$ cat config.mk
export PLATFORM = sky130hd
export DESIGN_NAME = cp0
export DESIGN_NICKNAME = d
export VERILOG_FILES = /design/src/rtl/cp0_pkg.sv /design/src/rtl/cp0_irq_arb.sv /design/src/rtl/cp0.sv
export SDC_FILE = /design/constraint.sdc
export NUM_CORES = 1
export LEC_CHECK = 0
export BUFFER_PORTS_ARGS = -buffer_cell sky130_fd_sc_hd__buf_2
export CORE_UTILIZATION = 47
export DETAILED_ROUTE_END_ITERATION = 12
export PLACE_DENSITY = 0.78
export SYNTH_ARGS = -nofsm -noshare
export SYNTH_HDL_FRONTEND = slang
export SYNTH_SLANG_ARGS = --single-unit
$ cat constraint.sdc
create_clock -name clk -period 8.1 [get_ports clk]
set_clock_uncertainty 0.15 [all_clocks]
set_input_delay 1.62 -clock clk [delete_from_list [all_inputs] [get_ports clk]]
set_output_delay 1.62 -clock clk [all_outputs]
set_load 0.05 [all_outputs]
$ cat src/rtl/cp0_pkg.sv
// Shared CP0 definitions: register numbers, exception codes and register
// field positions used by the register file and the request arbiter.
package cp0_pkg;

  localparam logic [4:0] REG_SR    = 5'd12;
  localparam logic [4:0] REG_CAUSE = 5'd13;
  localparam logic [4:0] REG_EPC   = 5'd14;
  localparam logic [4:0] REG_PRID  = 5'd15;

  typedef enum logic [4:0] {
    EXC_INT  = 5'd0,
    EXC_ADEL = 5'd4,
    EXC_ADES = 5'd5,
    EXC_RI   = 5'd10,
    EXC_OV   = 5'd12
  } exc_code_e;

  localparam int SR_IM_LO     = 10;
  localparam int SR_IM_HI     = 15;
  localparam int SR_EXL       = 1;
  localparam int SR_IE        = 0;
  localparam int CAUSE_BD     = 31;
  localparam int CAUSE_IP_LO  = 10;
  localparam int CAUSE_IP_HI  = 15;
  localparam int CAUSE_EXC_LO = 2;
  localparam int CAUSE_EXC_HI = 6;

  // EPC only ever holds word addresses.
  function automatic logic [31:0] word_align(input logic [31:0] v);
    return v & 32'hFFFF_FFFC;
  endfunction

endpackage

$ cat src/rtl/cp0_irq_arb.sv
// Combinational exception/interrupt arbiter: decides whether the M-stage
// instruction is taken and which ExcCode gets recorded.
module cp0_irq_arb
  import cp0_pkg::*;
(
  input  logic       ie,
  input  logic       exl,
  input  logic [5:0] im,
  input  logic [5:0] hw_int,
  input  logic [4:0] exc_code_in,
  output logic       req,
  output logic [4:0] exc_code
);

  logic int_req;
  logic exc_req;

  // Interrupts win over synchronous exceptions; EXL masks both.
  assign int_req  = ie & ~exl & (|(im & hw_int));
  assign exc_req  = ~exl & (exc_code_in != EXC_INT);
  assign req      = int_req | exc_req;
  assign exc_code = int_req ? EXC_INT : exc_code_in;

endmodule

$ cat src/rtl/cp0.sv
// Coprocessor-0 register file (SR, Cause, EPC, PRId) with exception entry,
// eret handling and an EPC forward path for the next-PC logic.
module cp0
  import cp0_pkg::*;
#(
  parameter logic [31:0] PRID     = 32'h2022_0007,
  parameter logic [5:0]  IM_RESET = 6'b000000
) (
  input  logic        clk,
  input  logic        reset,
  input  logic        en,
  input  logic [4:0]  addr,
  input  logic [31:0] wdata,
  output logic [31:0] rdata,
  input  logic [31:0] pc,
  input  logic        bd_in,
  input  logic [4:0]  exc_code_in,
  input  logic [5:0]  hw_int,
  input  logic        exl_clr,
  output logic        req,
  output logic [31:0] epc_out
);

  logic [5:0]  sr_im;
  logic        sr_exl;
  logic        sr_ie;
  logic        cause_bd;
  logic [5:0]  cause_ip;
  logic [4:0]  cause_exc;
  logic [31:0] epc;
  logic [4:0]  sel_exc;
  logic [31:0] pc_aligned;

  cp0_irq_arb u_arb (
    .ie          (sr_ie),
    .exl         (sr_exl),
    .im          (sr_im),
    .hw_int      (hw_int),
    .exc_code_in (exc_code_in),
    .req         (req),
    .exc_code    (sel_exc)
  );

  assign pc_aligned = word_align(pc);

  // A taken request flushes the M-stage instruction, so its mtc0 is dropped.
  always_ff @(posedge clk) begin
    if (reset) begin
      sr_im     <= IM_RESET;
      sr_exl    <= 1'b0;
      sr_ie     <= 1'b0;
      cause_bd  <= 1'b0;
      cause_ip  <= 6'b0;
      cause_exc <= 5'b0;
      epc       <= 32'b0;
    end else begin
      cause_ip <= hw_int;
      if (req) begin
        sr_exl    <= 1'b1;
        cause_bd  <= bd_in;
        cause_exc <= sel_exc;
        epc       <= bd_in ? pc_aligned - 32'd4 : pc_aligned;
      end else begin
        if (en && addr == REG_SR) begin
          sr_im  <= wdata[SR_IM_HI:SR_IM_LO];
          sr_exl <= wdata[SR_EXL];
          sr_ie  <= wdata[SR_IE];
        end
        if (en && addr == REG_EPC) begin
          epc <= word_align(wdata);
        end
        // eret overrides an mtc0 SR write for the EXL bit only.
        if (exl_clr) begin
          sr_exl <= 1'b0;
        end
      end
    end
  end

  always_comb begin
    rdata = 32'b0;
    case (addr)
      REG_SR: begin
        rdata[SR_IM_HI:SR_IM_LO] = sr_im;
        rdata[SR_EXL]            = sr_exl;
        rdata[SR_IE]             = sr_ie;
      end
      REG_CAUSE: begin
        rdata[CAUSE_BD]                  = cause_bd;
        rdata[CAUSE_IP_HI:CAUSE_IP_LO]   = cause_ip;
        rdata[CAUSE_EXC_HI:CAUSE_EXC_LO] = cause_exc;
      end
      REG_EPC:  rdata = epc;
      REG_PRID: rdata = PRID;
      default:  rdata = 32'b0;
    endcase
  end

  // Forward a same-cycle mtc0 EPC so an immediately following eret sees it.
  assign epc_out = (en && addr == REG_EPC && !req) ? word_align(wdata) : epc;

endmodule

* Word-level counts from Yosys, hierarchy flattened
Cells that the tools add are included.
Operators by class: add/subtract/negate cells 1, equal/unequal tests 4, multiplexer cells 14, bitwise operators 7, reduce and logical (&&, ||, !) cells 9
Operator list (number):
- 32-bit 2-to-1 mux | 4
- 32-bit by 3-bit subtractor with 32-bit output, second input constant | 1
- 15-bit one-hot mux with 2 select lines | 1
- 5-bit by 4-bit == test with 1-bit output, second input constant | 4
- 6-bit one-hot mux with 3 select lines | 1
- 5-bit one-hot mux with 3 select lines | 1
- 6-bit AND | 1
- 2-bit one-hot mux with 3 select lines | 1
- 6-bit OR reduction | 1
- 5-bit 2-to-1 mux | 1
- 5-bit nonzero test | 1
- 1-bit AND | 3
- 1-bit logical AND | 3
- 1-bit 2-to-1 mux | 3
- 3-bit 2-to-1 mux | 1
- 3-bit nonzero test | 1
- 1-bit NOT | 2
- 1-bit one-hot mux with 2 select lines | 1
- 2-bit AND reduction | 1
- 2-bit nonzero test | 1
- 1-bit zero test | 1
- 1-bit bitwise OR | 1
Word-level totals: register bits 52, input port bits 85, output and inout bits 65

* Depth between registers and ports, before layout
Gate-level depths: netlist of the first run.
word-level depth 7, depth in mapped cells 7, mapped depth without buffers 6

* Cells and area by module
Synthesis of the first run repeated with hierarchy kept, for this count alone.
Second synthesis, totals: cell total of the unflattened synthesis 443, area, all modules 3647.2 um^2
Modules (own cells, without submodules):
- cp0 | instances 1, cells an instance 430, area an instance 3544.6 um^2, seq. area each 1001.0 um^2
- cp0_irq_arb | instances 1, cells an instance 13, area an instance 102.6 um^2, seq. area each 0.0 um^2

* Worst setup path before layout of the first run
OpenSTA, ideal clock, no wires.
path kind input -> output, start point input port exc_code_in[3], end point output port epc_out[10], data arrival time 3287 ps, path slack 3043 ps, stages on the path 5, path buffers 1, cell sequence or4_1 > o21a_1 > nor3_1 > buf_2 > mux2_2
On the way: longest elaborated chain between the ends 6
Ends and longest elaborated chain:
- start, declared | line cp0.sv:17 | input logic [4:0] exc_code_in,
- 5-bit nonzero test | line cp0_irq_arb.sv:20 | assign exc_req = ~exl & (exc_code_in != EXC_INT);
- 1-bit AND | line cp0_irq_arb.sv:20
- 1-bit bitwise OR | line cp0_irq_arb.sv:21 | assign req = int_req | exc_req;
- 1-bit zero test | line cp0.sv:100 | assign epc_out = (en && addr == REG_EPC && !req) ? word_align(wdata) : epc;
- 1-bit logical AND | line cp0.sv:100
- 32-bit 2-to-1 mux | line cp0.sv:100
- end, declared | line cp0.sv:21 | output logic [31:0] epc_out
Every way passes these cells.

* Worst setup path in the final report of the first run
start point input port addr[0], end point output port epc_out[10]
On the way: longest elaborated chain between the ends 4
Ends and longest elaborated chain:
- start, declared | line cp0.sv:12 | input logic [4:0] addr,
- 5-bit by 4-bit == test with 1-bit output | line cp0.sv:100
- 1-bit logical AND (2 in a row) | line cp0.sv:100
- 32-bit 2-to-1 mux | line cp0.sv:100
Every way passes these cells.

==> results.yml, run 1 <==
sta:
  rsz0062_at_grt: "no"
  worstMarginPinSlew_ns: 0.970
  fmax_mhz: 158
  setup-tns-final_ns: 0
  period_share: 0.779
  hold_violations: 0
  maxSlewViolCount: 0
  max_slew_margin: 0.353
  fin_ws_ns: 1.79
  finalSetupViolations: 0
  min_period_ns: 6.31
floorplan:
  dieHeight_um: 90.5
  dieArea_um2: 8180
  core_um2: 7410
  row_count: 31
  initial_core_util: 0.496
  die_width_um: 90.5
  io_pins: 150
grt:
  grt_max_degree: 54
  grt_pass1_vias: 3718
  antenna_found_initial: 0
  grt_util_all_layers: 0.276
  overflow: 0
  grt_first_pass_wirelength_um: 18400
setup_path:
  worstSetupPathType: "input pin to output port"
  cp_max_fo: 32
  cp_cell_sequence: "buf_2 > and3b_1 > nand2_1 > nor3_2 > buf_4 > mux2_2 > buf_2"
  required_ns: 6.33
  critPathTopFamily: "simple AND/OR/NAND/NOR gates"
  end_kind: "output port"
  cpPeakStageDelay_ns: 0.90
  crit_buf_inv: 3
  cp_common_cell: "buf_2"
  crit_arrival_ns: 4.54
  cp_slowest_cell: "and3b_1"
  start_kind: "input pin"
yosys:
  synth-edff-count: 0
  synth_top_family_by_area: "simple AND/OR/NAND/NOR gates"
  synth_flop_cell: "dfxtp_1"
  ys_types: 52
  synth_compound_area_frac: 0.221
  synth_xor_area_frac: 0.0310
  syn-cell-area_um2: 3680
  synth_area_per_cell_um2: 8.45
  synthArstFlopShare: 0
  synth-simple-area-share: 0.278
  ys_ff_latch: 50
  synthCells: 435
  synthAdderAreaFrac: 0.00340
  yosysWarnings: 0
  synthMuxAreaShare: 0.141
  synth.yosys.seq_area_share: 0.272
clock_network:
  clock-sinks: 50
  postCtsSetupBuffers: 0
  postCtsHoldBufs: 0
  cts-resized-gates: 0
  clock_path_buffers: 2
  cts_buffers: 5
  h-tree-depth: 2
  clkSlewWorstSetupHoldPaths_ns: 0.08
  cts_root_buf: "clkbuf_8"
  clk_latency_ns: 0.30
  cts_tree: "yes"
layout:
  drive_gt1_frac: 0.361
  area_growth_syn_to_layout_pct: 22.9
  multi_input_area_um2: 2510
  nets: 639
  seqCellArea_um2: 1000
  nFillCells: 690
  num_antenna_cells: 0
  final_cells: 653
flow_run:
  drv_cap: 0
hold_path:
  hold_path.class: "register to register"
place:
  io_buffers: 145
  post-place-ws_ns: 1.86
  post-place-cells: 645
  dp_hpwl_um: 8620
  gp_congestion: 0.987
detailed_routing:
  vias: 4001
  ant_nets: 0
  viasPerCell: 6.13
  drcViolationCount: 0
  drt_iter0_drc: 300
  drt_wl_total_um: 11600
  firstDrtPassIters: 4
  wl_per_cell_um: 17.7
run_status:
  status: "completed"
pwr:
  power.density_nw_per_um2: 140
  irDropWorstVdd_uv: 72.8
  cellLeakagePower_nw: 1.99
## power by group
| part | switching [mW] | internal [mW] | leakage (nW) | total [mW] |
|---|---|---|---|---|
| Sequential | 0.0150 | 0.264 | 0.414 | 0.279 |
| Clock | 0.0802 | 0.0691 | 0.0482 | 0.149 |
| Combinational | 0.135 | 0.0660 | 1.53 | 0.201 |
| Total | 0.231 | 0.400 | 1.99 | 0.630 |
## registers in the layout, summed over array words and instances, names as in the netlist
register and cells:
epc 30, cause_bd 1, sr_ie 1, sr_exl 1, cause_exc 5, cause_ip 6, sr_im 6
## stage by stage
| stage | utilization | power, mW | hold slack, ns | cell area [µm²] |
|---|---|---|---|---|
| floorplan | - | 0.416 | 0.293 | 3680 |
| global placement | 0.598 | 0.479 | 0.308 | 4430 |
| detailed placement | 0.598 | 0.484 | 0.320 | 4430 |
| CTS | 0.610 | 0.628 | 0.332 | 4520 |
| global route | 0.610 | 0.655 | 0.362 | 4520 |
| finish | 0.610 | 0.630 | 0.326 | 4520 |
## synthesized netlist by cell type, types with 2 or more instances
master     instances  area share
dfxtp_1           50        0.27
or4_1             12       0.024
xor2_1             9       0.021
clkbuf_1          33       0.034
mux2_2            30       0.092
buf_2              5      0.0068
or3_1              4      0.0068
o21ai_0            6      0.0082
o31ai_1            9       0.018
o41ai_1            4      0.0095
a2111oi_0         29       0.069
a311oi_1          17       0.040
nand4_1            5      0.0085
and3_1            45       0.077
nor3_2             2      0.0054
nand2_2            2      0.0034
or4b_1             3      0.0082
nor2b_1            8       0.014
a22oi_1            8       0.016
nand2b_1          17       0.029
mux2i_1           18       0.049
buf_4              2      0.0041
nor4_1             5      0.0085
nand2_1           11       0.011
nor2_1            36       0.037
a211oi_1          13       0.027
a21oi_1           11       0.015
inv_1              4      0.0041
and3b_1            2      0.0048
xnor2_1            4      0.0095
nand3_1            5      0.0068
nand3b_1           3      0.0061
nor3_1             4      0.0054
## area by class of cell
class                      count  area share
multi-input combinational    340       0.555
tap                           99      0.0274
clock inverter                 1     0.00111
clock buffer                   7      0.0191
timing repair buffer         152       0.172
inverter                       4     0.00332
sequential                    50       0.222
## worst register-to-register path, stage by stage, from the launching register on
cell and delay [ns]:
dfxtp_1 0.34, a22oi_1 0.38, a311oi_4 0.15, buf_4 0.26, nor3_2 0.63, mux2i_1 0.26
## cells in the final DEF (no fill, tap or decap), types with 4 or more instances in the layout
cell	count
a2111oi_0	29
a211oi_1	13
a21oi_1	11
a22oi_1	8
a311oi_1	16
and3_1	45
buf_2	145
buf_4	7
clkbuf_8	6
dfxtp_1	50
inv_1	4
mux2_2	30
mux2i_1	18
nand2_1	11
nand2b_1	17
nand3_1	5
nand4_1	5
nor2_1	36
nor2b_1	8
nor4_1	5
o21ai_0	6
o31ai_1	9
o41ai_1	4
or3_1	4
or4_1	12
xnor2_1	4
xor2_1	9
## per-layer routing
metal  GRT usage  vias up  routed length, µm
met2       0.442      171               5390
met1       0.380     1874               5190
met5           0        -                  0
met3      0.0320       25                723
met4       0.103        0                286
li1            -     1931                  -
## worst paths after layout
kind,startpoint,endpoint,slack (ns),depth (start not counted)
max,addr[0],epc_out[10],1.79,7
min,cause_bd,cause_bd,0.33,2
max reg2reg,sr_im[4],sr_im[1],5.85,5
min reg2reg,cause_bd,cause_bd,0.33,2
## kinds of logic after synthesis
group,count (synthesis)
AO/OA/AOI/OAI,105
XOR/XNOR,13
adder cells (fa/ha/maj),1
buffers and inverters,46
flip-flops,50
multiplexers,48
other,1
AND/OR/NAND/NOR,171
No activity file was read; power rests on OpenSTA's default activity.
==> run 2: changes to the inputs <==
--- a/config.mk
+++ b/config.mk
@@ -5,10 +5,11 @@
 export SDC_FILE = /design/constraint.sdc
 export NUM_CORES = 1
 export LEC_CHECK = 0
+export ABC_AREA = 1
 export BUFFER_PORTS_ARGS = -buffer_cell sky130_fd_sc_hd__buf_2
 export CORE_UTILIZATION = 47
 export DETAILED_ROUTE_END_ITERATION = 12
-export PLACE_DENSITY = 0.78
+export PLACE_DENSITY = 0.77
 export SYNTH_ARGS = -nofsm -noshare
 export SYNTH_HDL_FRONTEND = slang
 export SYNTH_SLANG_ARGS = --single-unit
==> constraint.sdc (replaced) <==
create_clock -name clk -period 5.85 [get_ports clk]
set_clock_uncertainty 0.15 [all_clocks]
set_input_delay 1.17 -clock clk [delete_from_list [all_inputs] [get_ports clk]]
set_output_delay 1.17 -clock clk [all_outputs]
set_load 0.05 [all_outputs]
==> run 2 against run 1 <==
Net effect:
- worst setup slack lost 0.60 ns
- via count grew 18%
- worst hold slack lost 0.00086 ns
- combinational power grew 31%
- sequential cell count is the same
- critical endpoint is now epc_out[16]
- largest power group unchanged
==> results.yml, run 2 <==
clock_network:
  cts-resized-gates: 0
  clk_latency_ns: 0.31
  clock-sinks: 50
  h-tree-depth: 2
  cts_buffers: 5
  clkSlewWorstSetupHoldPaths_ns: 0.10
  postCtsHoldBufs: 0
  cts_root_buf: "clkbuf_8"
  clock_path_buffers: 2
  postCtsSetupBuffers: 0
  cts_tree: "yes"
hold_path:
  hold_path.class: "register to register"
  hold_start: "cause_exc[4]"
  min_path_cells: 2
  min_to: "cause_exc[4]"
detailed_routing:
  drt_iter0_drc: 308
  vias: 4707
  wl_per_cell_um: 13.5
  ant_nets: 0
  drt_wl_total_um: 12100
  drcViolationCount: 0
  viasPerCell: 5.22
  firstDrtPassIters: 5
layout:
  nets: 885
  num_antenna_cells: 0
  drive_gt1_frac: 0.234
  area_growth_syn_to_layout_pct: 19.9
  top_register: "epc"
  final_cells: 901
  reg_top3: "epc x30, cause_ip x6, sr_im x6"
  layout_commonest_cell: "nand2_1"
  final_cell_mix: "nand2_1, buf_2, inv_1"
  largest_reg_flops: 30
setup_path:
  r2r-end: "sr_im[0]"
  end_kind: "output port"
  r2r_slack_ns: 3.28
  cp_max_fo: 46
  reg2reg_depth: 11
  required_ns: 4.53
  worstSetupPathType: "input pin to output port"
  crit_arrival_ns: 3.35
  r2r_start: "sr_im[4]"
  start_kind: "input pin"
sta:
  worstMarginPinSlew_ns: 0.671
  hold_slack_ns: 0.325
  finalSetupViolations: 0
  fmax_mhz: 214
  max_slew_margin: 0.553
  hold_violations: 0
  rsz0062_at_grt: "no"
  maxSlewViolCount: 0
  setup-tns-final_ns: 0
  period_share: 0.798
  fin_ws_ns: 1.18
  min_period_ns: 4.67
floorplan:
  dieArea_um2: 8650
  io_pins: 150
  initial_core_util: 0.494
  core_um2: 7890
  die_width_um: 93.0
  dieHeight_um: 93.0
  row_count: 32
yosys:
  synth_top_area_frac: 0.257
  synth_area_leaders: "dfxtp_1, nand2_1, inv_1"
  synth_area_per_cell_um2: 5.79
  synth-edff-count: 0
  ys_ff_latch: 50
  synthCells: 672
  yosys.area.top_type: "dfxtp_1"
  syn-cell-area_um2: 3890
  synth.yosys.seq_area_share: 0.257
  yosys-top-cells-count: "nand2_1, inv_1, nor2_1"
  synth_flop_cell: "dfxtp_1"
  ys_types: 35
  synthArstFlopShare: 0
  yosysWarnings: 0
  synth_most_common_cell: "nand2_1"
grt:
  globalRoute.busiestLayer: "met2"
  use_met3: 0.0593
  gr-usage-met2: 0.474
  grt_max_degree: 47
  overflow: 0
  grt_util_all_layers: 0.288
  grt_first_pass_wirelength_um: 20000
  grt_pass1_vias: 4255
  grt_util_met1: 0.393
  antenna_found_initial: 0
place:
  dp_hpwl_um: 9450
  post-place-ws_ns: 1.21
  io_buffers: 145
  gp_congestion: 0.963
  post-place-cells: 894
run_status:
  status: "completed"
pwr:
  irDropWorstVdd_uv: 108
  cellLeakagePower_nw: 2.48
  power.density_nw_per_um2: 180
  power_mw: 0.841
flow_run:
  drv_cap: 0
run 2: changes by cell type in the layout (fill, tap and decap cells not counted), moves of 12 or more:
cell / before / now
a2111oi_0: 29 / 0
a211oi_1: 13 / 0
a311oi_1: 16 / 0
and3_1: 45 / 1
inv_1: 4 / 96
mux2_2: 30 / 0
mux2i_1: 18 / 0
nand2_1: 11 / 191
nand2b_1: 17 / 0
nand3_1: 5 / 64
nand4_1: 5 / 35
nor2_1: 36 / 90
o21ai_0: 6 / 42
or4_1: 12 / 0
run 2: kinds of logic (layout without fill, tap and decap cells):
family	count (synthesis)	count (layout)	synth area share
AND/OR/NAND/NOR	407	407	0.470
AO/OA/AOI/OAI	81	81	0.119
buffers and inverters	130	256	0.145
adder cells (fa/ha/maj)	1	1	0.00321
flip-flops	50	50	0.257
other	1	2	0.000963
XOR/XNOR	2	2	0.00450
run 2: worst max-delay path, stage by stage:
cell and delay (ns):
buf_2 0.11, nand2_1 0.06, nand2_1 0.05, nor2_1 0.09
nand2_1 0.06, nand2_1 0.06, buf_4 0.29, nand2_4 0.32
nor2_8 0.52, nand2_1 0.16, o21ai_0 0.14, buf_2 0.30
run 2: worst max path at each step:
| stage | slack [ns] | to | depth (start not counted) | start |
|---|---|---|---|---|
| 6_report | 1.18 | epc_out[16] | 12 | hw_int[4] |
| 3_3_place_gp | 1.26 | epc_out[16] | 12 | hw_int[5] |
| 3_5_place_dp | 1.21 | epc_out[16] | 12 | hw_int[4] |
| 2_1_floorplan | 1.66 | epc_out[10] | 7 | exc_code_in[1] |
| 4_1_cts | 1.21 | epc_out[16] | 12 | hw_int[4] |
| 5_1_grt | 0.94 | epc_out[13] | 12 | hw_int[5] |
run 2: where the power goes:
part	internal, mW	switching [mW]	total [mW]
Combinational	0.0738	0.191	0.264
Sequential	0.362	0.0112	0.373
Clock	0.0830	0.120	0.203
run 2: cell type report:
| class | count | area [µm²] |
|---|---|---|
| Fill cell | 804 | 3220 |
| Multi-Input combinational cell | 493 | 2330 |
| Sequential cell | 50 | 1000 |
| Timing Repair Buffer | 147 | 741 |
| Inverter | 102 | 383 |
| Tap cell | 102 | 128 |
| Clock buffer | 5 | 68.8 |
| Clock inverter | 2 | 13.8 |
run 2: routing by layer:
| layer | wire length, µm | part of all wire |
|---|---|---|
| met4 | 111 | 0.0091 |
| met2 | 5550 | 0.46 |
| met3 | 990 | 0.081 |
| met5 | 0 | 0 |
| met1 | 5500 | 0.45 |
run 2: per-stage QoR:
step	area, µm²	utilization
5_1_grt	4670	0.592
3_5_place_dp	4580	0.581
4_1_cts	4670	0.592
6_report	4670	0.592
2_1_floorplan	3900	-
3_3_place_gp	4580	0.581
==> run 3: changes to the inputs <==
==> constraint.sdc (replaced) <==
create_clock -name clk -period 4.8 [get_ports clk]
set_clock_uncertainty 0.15 [all_clocks]
set_input_delay 0.96 -clock clk [delete_from_list [all_inputs] [get_ports clk]]
set_output_delay 0.96 -clock clk [all_outputs]
set_load 0.05 [all_outputs]
==> run 3 against run 2 <==
Net effect:
- clock power is 59% higher
- sequential share of layout area shrank 0.24 points
- combinational power increased by 22%
- utilization is 0.68 points higher
- non-clock buffer count is 2 higher
- register-to-register slack worse by 0.79 ns
- worst hold slack better by 0.0014 ns
- wire length shrank 0.86%
- count of clock-buffer cells in the layout rose by 1
- worst setup slack worse by 0.25 ns
- sequential cell count stayed put
- critical path type unchanged
- largest power group unchanged
==> results.yml, run 3 (synthesis results as in run 2) <==
run_status:
  status: "completed"
hold_path:
  min_path_cells: 2
  hold_path.class: "register to register"
  hold_start: "cause_exc[0]"
  min_to: "cause_exc[0]"
setup_path:
  r2r-end: "sr_im[2]"
  crit_arrival_ns: 2.76
  crit_buf_inv: 3
  cp_max_fo: 46
  start_kind: "input pin"
  required_ns: 3.69
  cp_slowest_cell: "nor2_8"
  worstSetupPathType: "input pin to output port"
  critPathTopFamily: "simple AND/OR/NAND/NOR gates"
  cp_cell_sequence: "buf_2 > nand2_2 > nor2_4 > nand2_4 > inv_2 > nand2_4 > nor2_8 > nand2_1 > o21ai_0 > buf_2"
  cpPeakStageDelay_ns: 0.48
  r2r_start: "sr_im[5]"
  end_kind: "output port"
  reg2reg_depth: 11
  r2r_slack_ns: 2.49
sta:
  hold_violations: 0
  period_share: 0.806
  rsz0062_at_grt: "no"
  worstMarginPinSlew_ns: 0.691
  maxSlewViolCount: 0
  finalSetupViolations: 0
  fmax_mhz: 258
  min_period_ns: 3.87
  max_slew_margin: 0.539
  setup-tns-final_ns: 0
layout:
  final_cell_mix: "nand2_1, buf_2, inv_1"
  largest_reg_flops: 30
  layout_commonest_cell: "nand2_1"
  reg_top3: "epc x30, cause_ip x6, sr_im x6"
  num_antenna_cells: 0
  drive_gt1_frac: 0.237
  nFillCells: 802
  top_register: "epc"
  final_cells: 904
  area_growth_syn_to_layout_pct: 21.2
  nets: 887
detailed_routing:
  firstDrtPassIters: 5
  wl_per_cell_um: 13.3
  vias: 4730
  drt_wl_total_um: 12000
  drt_iter0_drc: 345
  wl_met1_um: 5590
  ant_nets: 0
  wl_met3_um: 889
  top_layer: "met4"
  dr_wl_met2_um: 5510
  drcViolationCount: 0
  viasPerCell: 5.23
pwr:
  cellLeakagePower_nw: 2.51
  irDropWorstVdd_uv: 177
  power.density_nw_per_um2: 233
grt:
  overflow: 0
  grt_max_degree: 47
  antenna_found_initial: 0
  grt_pass1_vias: 4118
  grt_util_all_layers: 0.281
  grt_first_pass_wirelength_um: 19500
clock_network:
  clock_path_buffers: 2
  cts_buffers: 5
  cts-resized-gates: 0
  cts_tree: "yes"
  clock-sinks: 50
  postCtsHoldBufs: 0
  clkSlewWorstSetupHoldPaths_ns: 0.09
  clk_latency_ns: 0.31
  postCtsSetupBuffers: 0
  cts_root_buf: "clkbuf_8"
  h-tree-depth: 2
floorplan:
  die_width_um: 93.0
  dieHeight_um: 93.0
  dieArea_um2: 8650
  core_um2: 7890
  row_count: 32
  io_pins: 150
  initial_core_util: 0.494
flow_run:
  drv_cap: 0
place:
  gp_congestion: 0.925
  dp_hpwl_um: 9430
  post-place-cells: 896
  io_buffers: 145
==> run 3: layout make-up <==
type                       instances  area [µm²]  area share
inverter                         102         383      0.0811
tap                              102         128      0.0270
multi-input combinational        493        2330       0.494
sequential                        50        1000       0.212
timing repair buffer             149         756       0.160
clock buffer                       6        82.6      0.0175
clock inverter                     2        38.8     0.00822
==> run 3: where the power goes <==
part	switching (mW)	internal, mW	total (mW)
Combinational	0.231	0.0911	0.322
Clock	0.150	0.172	0.322
Sequential	0.0131	0.441	0.454
Total	0.394	0.704	1.10
==> run 3: per-stage QoR <==
step / util / total power, mW / hold WS [ns] / setup WS, ns / cell area, µm²
2_1_floorplan: - / 0.684 / 0.291 / 1.03 / 3900
5_1_grt: 0.599 / 1.15 / 0.353 / 0.714 / 4720
4_1_cts: 0.599 / 1.10 / 0.327 / 0.950 / 4720
6_report: 0.599 / 1.10 / 0.327 / 0.930 / 4720
3_5_place_dp: 0.583 / 0.782 / 0.311 / 0.956 / 4600
3_3_place_gp: 0.583 / 0.777 / 0.299 / 0.988 / 4600
==> run 3: worst min-delay path, stage by stage, from the launching register on <==
cell,delay [ns]
dfxtp_1,0.32
nand2_1,0.06
a21oi_1,0.06
==> run 3: worst max-delay path by stage <==
stage                               from          end  slack (ns)  cells past startpoint
after global routing             addr[3]  epc_out[13]        0.71                     10
after floorplan           exc_code_in[1]  epc_out[10]        1.03                      7
after global placement           addr[3]  epc_out[16]        0.99                     10
after detailed placement         addr[3]  epc_out[16]        0.96                     10
after CTS                        addr[3]  epc_out[16]        0.95                     10
final                            addr[3]  epc_out[16]        0.93                     10
==> run 3: metal layers <==
metal | up-vias | track usage
met5 | - | 0
met4 | 0 | 0.0474
met3 | 6 | 0.0285
met2 | 201 | 0.456
met1 | 2136 | 0.408
li1 | 2387 | -
